===== config.mk =====
export PLATFORM = sky130hd
export DESIGN_NAME = voice_mixer
export DESIGN_NICKNAME = d
export VERILOG_FILES = /design/src/rtl/voice_mixer.sv
export SDC_FILE = /design/constraint.sdc
export NUM_CORES = 1
export LEC_CHECK = 0
export ABC_AREA = 1
export CORE_MARGIN = 8
export CORE_UTILIZATION = 55
export CTS_CLUSTER_SIZE = 25
export DETAILED_ROUTE_END_ITERATION = 10
export PLACE_DENSITY = 0.8
export SETUP_SLACK_MARGIN = 0.15
export SLEW_MARGIN = 25
export SYNTH_ARGS = -nofsm -noshare
export SYNTH_HDL_FRONTEND = slang
export SYNTH_SLANG_ARGS = --single-unit

===== constraint.sdc =====
create_clock -name clk -period 2.41 [get_ports clk]
set_input_delay 0.482 -clock clk [delete_from_list [all_inputs] [get_ports clk]]
set_output_delay 0.482 -clock clk [all_outputs]
set_load 0.01 [all_outputs]

===== src/rtl/voice_mixer.sv =====
// voice_mixer: time-multiplexed voice summing stage.
// Accumulates one signed 16-bit sample per voice slot over a frame of
// NUM_VOICES slots, scales the completed frame by an arithmetic right shift
// and presents it on a valid/ready output register. Sequencing faults and
// output overruns are reported on sticky flags.
// Optional feature: define VOICE_MIXER_SATURATE_EN to clamp the scaled frame
// to the signed 16-bit range; otherwise the result wraps (two's complement).
module voice_mixer #(
  parameter int NUM_VOICES = 16,
  parameter int ACC_WIDTH  = 24
) (
  input  logic        clk,
  input  logic        reset,
  input  logic        in_valid,
  input  logic [7:0]  in_voice,
  input  logic [15:0] in_sample,
  input  logic [3:0]  gain_shift,
  input  logic        clear_flags,
  output logic [15:0] out_sample,
  output logic        out_valid,
  input  logic        out_ready,
  output logic        seq_err,
  output logic        overrun
);

  // Nine bits so that NUM_VOICES = 256 is representable.
  localparam logic [8:0] NV_LIMIT   = 9'(NUM_VOICES);
  localparam logic [7:0] LAST_VOICE = 8'(NUM_VOICES - 1);

  logic signed [ACC_WIDTH-1:0] r_acc;
  logic [7:0]                  r_expect;
  logic                        r_drop;
  logic [15:0]                 r_out_sample;
  logic                        r_out_valid;
  logic                        r_seq_err;
  logic                        r_overrun;

  logic                        w_accept;
  logic                        w_start;
  logic                        w_in_order;
  logic                        w_bad;
  logic                        w_done;
  logic signed [ACC_WIDTH-1:0] w_ext;
  logic signed [ACC_WIDTH-1:0] w_sum;
  logic [15:0]                 w_out;

  // Slot classification: out-of-range voices are invisible to the mixer.
  assign w_accept   = in_valid && ({1'b0, in_voice} < NV_LIMIT);
  assign w_start    = w_accept && (in_voice == 8'd0);
  assign w_in_order = w_accept && !w_start && !r_drop && (in_voice == r_expect);
  assign w_bad      = w_accept && !w_start && !w_in_order;
  assign w_done     = w_in_order && (in_voice == LAST_VOICE);

  assign w_ext = {{(ACC_WIDTH-16){in_sample[15]}}, in_sample};
  assign w_sum = r_acc + w_ext;

`ifdef VOICE_MIXER_SATURATE_EN
  logic signed [ACC_WIDTH-1:0] w_full;
  logic [ACC_WIDTH-16:0]       w_hi;

  assign w_full = w_sum >>> gain_shift;
  assign w_hi   = w_full[ACC_WIDTH-1:15];

  // Clamp the scaled frame when the bits above bit 15 are not a pure sign extension.
  // NOTE: every signal written here gets a value on every path, so no latch is inferred.
  always_comb begin
    w_out = w_full[15:0];
    if (!((&w_hi) || !(|w_hi))) begin
      w_out = w_full[ACC_WIDTH-1] ? 16'h8000 : 16'h7fff;
    end
  end
`else
  // Wrapping build: keep only the low 16 bits of the scaled frame.
  assign w_out = 16'(w_sum >>> gain_shift);
`endif

  // Frame accumulator and slot sequencing state.
  // NOTE: sequential state uses non-blocking assignments so every register samples pre-edge values.
  always_ff @(posedge clk or negedge reset) begin
    if (!reset) begin
      r_acc    <= '0;
      r_expect <= 8'd0;
      r_drop   <= 1'b1;
    end else if (w_start) begin
      r_acc    <= w_ext;
      r_expect <= 8'd1;
      r_drop   <= 1'b0;
    end else if (w_done) begin
      r_acc    <= w_sum;
      r_expect <= 8'd0;
      r_drop   <= 1'b1;
    end else if (w_in_order) begin
      r_acc    <= w_sum;
      r_expect <= r_expect + 8'd1;
    end else if (w_bad) begin
      r_drop   <= 1'b1;
    end
  end

  // Output register with valid/ready handshake; a load always wins over a handshake.
  always_ff @(posedge clk or negedge reset) begin
    if (!reset) begin
      r_out_sample <= 16'd0;
      r_out_valid  <= 1'b0;
    end else if (w_done) begin
      r_out_sample <= w_out;
      r_out_valid  <= 1'b1;
    end else if (r_out_valid && out_ready) begin
      r_out_valid  <= 1'b0;
    end
  end

  // Sticky fault flags; a setting event takes priority over clear_flags.
  always_ff @(posedge clk or negedge reset) begin
    if (!reset) begin
      r_seq_err <= 1'b0;
      r_overrun <= 1'b0;
    end else begin
      if (w_bad) begin
        r_seq_err <= 1'b1;
      end else if (clear_flags) begin
        r_seq_err <= 1'b0;
      end
      if (w_done && r_out_valid && !out_ready) begin
        r_overrun <= 1'b1;
      end else if (clear_flags) begin
        r_overrun <= 1'b0;
      end
    end
  end

  assign out_sample = r_out_sample;
  assign out_valid  = r_out_valid;
  assign seq_err    = r_seq_err;
  assign overrun    = r_overrun;

endmodule


==> impl_metrics.xml <==
<?xml version="1.0" encoding="UTF-8"?>
<metrics>
  <group name="timing">
    <metric name="final.setup.worst_slack" unit="ns">-0.00109</metric>
    <metric name="timing.setup.tns" unit="ns">-0.00109</metric>
    <metric name="post-route-period-util" unit="%">100</metric>
    <metric name="hold_viol_final" unit="">0</metric>
    <metric name="worst_clock_skew" unit="ns">0.00987</metric>
    <metric name="relSlewSlack" unit="%">58.3</metric>
    <metric name="setup_viol" unit="">1</metric>
    <metric name="grt_setup_unrepaired" unit="">yes</metric>
    <metric name="fin_crit" unit="ns">2.41</metric>
    <metric name="worst_slew_pin_slew" unit="ns">0.624</metric>
    <metric name="timing.final.max_slew_violations" unit="">0</metric>
    <metric name="max_freq" unit="MHz">415</metric>
    <metric name="final_hold_slack" unit="ns">0.140</metric>
  </group>
  <group name="logic_synthesis">
    <metric name="synth.distinct_cells" unit="">43</metric>
    <metric name="synth-edff-count" unit="">0</metric>
    <metric name="mappedNetlistNets" unit="">944</metric>
    <metric name="seq_cells_post_synth" unit="">52</metric>
    <metric name="synth_area_per_cell" unit="um^2">5.95</metric>
    <metric name="syn_area" unit="um^2">5270</metric>
    <metric name="ys.warnings.count" unit="">0</metric>
    <metric name="synth_flop_cell" unit="">sky130_fd_sc_hd__dfrtp_1</metric>
    <metric name="yosysSeqAreaShare" unit="%">24.7</metric>
    <metric name="post_synthesis_cells" unit="">886</metric>
    <metric name="asyncSetResetFlopFracSynth" unit="%">100</metric>
  </group>
  <group name="floorplan">
    <metric name="initial_utilization" unit="%">56.8</metric>
    <metric name="coreArea" unit="um^2">9280</metric>
    <metric name="i_o_pins" unit="">52</metric>
    <metric name="rows" unit="">35</metric>
    <metric name="chipHeight" unit="um">114</metric>
    <metric name="floorplan.die_area" unit="um^2">13000</metric>
    <metric name="die_width" unit="um">114</metric>
  </group>
  <group name="power">
    <metric name="worst_vdd_ir" unit="V">0.000297</metric>
    <metric name="power.leakage" unit="uW">0.00391</metric>
    <metric name="power_density" unit="nW/um^2">367</metric>
    <metric name="total_power" unit="uW">2760</metric>
  </group>
  <group name="grt">
    <metric name="grt_first_pass_wirelength" unit="um">29100</metric>
    <metric name="number_of_antenna_violations_at_the_first_check_in_global_routing" unit="">0</metric>
    <metric name="number_of_global_route_vias_before_repair" unit="">6280</metric>
    <metric name="grt_start_max_net_pins" unit="">30</metric>
    <metric name="groute.usage.overall" unit="%">27.2</metric>
    <metric name="grt-ovfl-total" unit="">0</metric>
  </group>
  <group name="routing">
    <metric name="postRouteWirelength" unit="um">19000</metric>
    <metric name="number_of_iterations_in_the_first_detailed_routing_pass" unit="">7</metric>
    <metric name="ant_nets" unit="">0</metric>
    <metric name="via_count" unit="">6667</metric>
    <metric name="routedWlPerCell" unit="um">16.8</metric>
    <metric name="drt_iter0_drcs" unit="">680</metric>
    <metric name="drt-vias-per-instance" unit="">5.89</metric>
    <metric name="drcViolationCount" unit="">0</metric>
  </group>
  <group name="clocking">
    <metric name="clock_insertion_delay_worst_skew" unit="ns">0.32</metric>
    <metric name="clock_slew_seen_by_the_registers_of_the_worst_setup_and_hold_paths" unit="ns">0.10</metric>
    <metric name="cts.hold.buffers_added" unit="">0</metric>
    <metric name="tritoncts" unit="">done</metric>
    <metric name="tritoncts.num_buffers" unit="">5</metric>
    <metric name="clkSinkCount" unit="">52</metric>
    <metric name="ctsHtreeMaxLevel" unit="">2</metric>
    <metric name="cts-root-to-sink-buffers" unit="">2</metric>
    <metric name="ctsRootBufferMaster" unit="">sky130_fd_sc_hd__clkbuf_8</metric>
  </group>
  <group name="worst_setup_path">
    <metric name="r2r_start" unit="">r_acc[4]</metric>
    <metric name="worstSetupStartpointType" unit="">input pin</metric>
    <metric name="timing.critical_path.required" unit="ns">2.66</metric>
    <metric name="crit_path_start" unit="">in_sample[4]</metric>
    <metric name="worst-path-max-fanout" unit="">4</metric>
    <metric name="type_of_destination_of_the_critical_path" unit="">flip-flop</metric>
    <metric name="worstSetupPathType" unit="">input pin to flip-flop</metric>
    <metric name="worst_ep_arrival_time" unit="ns">2.66</metric>
    <metric name="ff_to_ff_setup_slack" unit="ns">0.03</metric>
  </group>
  <group name="cells_and_area">
    <metric name="layout.cells.most_common_list" unit="">263 x sky130_fd_sc_hd__nand2_1, 116 x sky130_fd_sc_hd__inv_1, 110 x sky130_fd_sc_hd__nand3_1</metric>
    <metric name="layout-drive-gt1-share" unit="%">30.5</metric>
    <metric name="area_growth_syn_to_layout" unit="%">42.9</metric>
    <metric name="design_area" unit="um^2">7530</metric>
    <metric name="finish.net_count" unit="">1060</metric>
    <metric name="insertedDiodeCount" unit="">0</metric>
    <metric name="n_fill_cell" unit="">642</metric>
    <metric name="layout.core_utilization" unit="%">81.1</metric>
    <metric name="area_of_the_multi_input_gates" unit="um^2">4370</metric>
    <metric name="regArea" unit="um^2">1300</metric>
    <metric name="layout_commonest_cell" unit="">sky130_fd_sc_hd__nand2_1</metric>
  </group>
  <group name="hold_path">
    <metric name="hold_path.class" unit="">input pin to asynchronous set/reset pin</metric>
  </group>
  <group name="placement">
    <metric name="hpwl" unit="um">12500</metric>
    <metric name="numPortBuffers" unit="">51</metric>
    <metric name="routability_driven_placement_congestion_ratio" unit="">0.939</metric>
    <metric name="dpl-instance-area" unit="um^2">6380</metric>
  </group>
  <group name="outcome">
    <metric name="status" unit="">finished with violations</metric>
    <metric name="violations" unit="">negative setup slack</metric>
  </group>
  <group name="run">
    <metric name="timing.max_cap.violations" unit="">0</metric>
  </group>
</metrics>
-- registers in the layout, summed over array words and instances (netlist names) --
name	cells
out_sample	16
out_valid	1
overrun	1
r_acc	24
r_drop	1
r_expect	8
seq_err	1
-- logic make-up after synthesis --
group                    after synthesis  synth area share (%)
AO/OA/AOI/OAI                         59                  6.70
XOR/XNOR                               8                  1.33
adder cells (fa/ha/maj)               25                  6.08
buffers and inverters                151                  11.2
flip-flops                            52                  24.7
AND/OR/NAND/NOR                      591                  49.9
-- final timing paths --
path | cells past startpoint | to
max | 17 | out_sample[5]
min | 1 | r_acc[5]
max reg2reg | 16 | out_sample[5]
min reg2reg | 2 | out_sample[4]
max in group asynchronous | 2 | r_expect[4]
min in group clk | 2 | out_sample[4]
-- repair_timing --
item,CTS,global route
endpoints found under the setup margin,23,22
gates resized for setup,144,83
pin swaps,43,46
setup buffers,5,4
cloned,0,0
endpoints found under the hold margin,0,0
-- cells in the mapped netlist (all sizes together), types with 2 or more instances --
cell | count | area (um^2)
a21boi | 3 | 22.5
a21oi | 25 | 129
a31oi | 3 | 18.8
buf | 15 | 78.8
clkbuf | 7 | 26.3
clkinv | 3 | 13.8
dfrtp | 51 | 1280
ha | 24 | 300
inv | 126 | 473
nand2 | 320 | 1230
nand3 | 183 | 953
nand4 | 13 | 93.8
nor2 | 55 | 214
nor3 | 7 | 56.3
nor4 | 4 | 31.3
o211ai | 6 | 45.0
o21ai | 12 | 63.8
o21bai | 5 | 37.5
o22ai | 2 | 12.5
or2 | 9 | 56.3
xnor2 | 5 | 43.8
xor2 | 3 | 26.3
-- layer usage --
metal / track usage [%] / vias to the layer above / part of all wire [%]
li1: - / 3087 / -
met2: 46.6 / 395 / 48
met3: 3.75 / 132 / 7.9
met5: 0 / - / 0
met1: 32.9 / 3053 / 39
met4: 13.2 / 0 / 5.9
-- worst max-delay path: stages --
cell and delay, ns:
sky130_fd_sc_hd__dlygate4sd2_1 0.27, sky130_fd_sc_hd__ha_4 0.27, sky130_fd_sc_hd__nand2_1 0.08, sky130_fd_sc_hd__nand2_2 0.07, sky130_fd_sc_hd__inv_1 0.13, sky130_fd_sc_hd__nand2_2 0.09, sky130_fd_sc_hd__nand2_1 0.09, sky130_fd_sc_hd__nand2_1 0.06
sky130_fd_sc_hd__nand2_1 0.10, sky130_fd_sc_hd__nand2_1 0.07, sky130_fd_sc_hd__nand2_1 0.10, sky130_fd_sc_hd__nand3_1 0.30, sky130_fd_sc_hd__nand3_2 0.22, sky130_fd_sc_hd__nand3_2 0.09, sky130_fd_sc_hd__nand2_1 0.07, sky130_fd_sc_hd__nand2_1 0.05
sky130_fd_sc_hd__a21oi_1 0.13
-- report_power, final --
part           internal (uW)  leakage, uW  switching (uW)
clock network            312    0.0000524             326
registers                903     0.000682            28.4
logic                    479      0.00318             716
-- area by class of cell --
type                            instances  share of cell area [%]
Tap cell                              129                    2.14
Clock buffer                            7                    1.01
Clock inverter                          1                   0.399
Sequential cell                        52                    17.3
Inverter                              129                    6.50
Multi-Input combinational cell        683                    58.0
Timing Repair Buffer                  131                    14.7
-- metrics by stage --
stage / instances / setup slack, ns
after floorplan: 886 / 0.152
after global placement: 1115 / -0.564
after detailed placement: 1115 / -0.601
after CTS: 1128 / 0.128
after global routing: 1132 / -0.0863
final: 1132 / -0.00109
(Power assumes the default switching activity.)
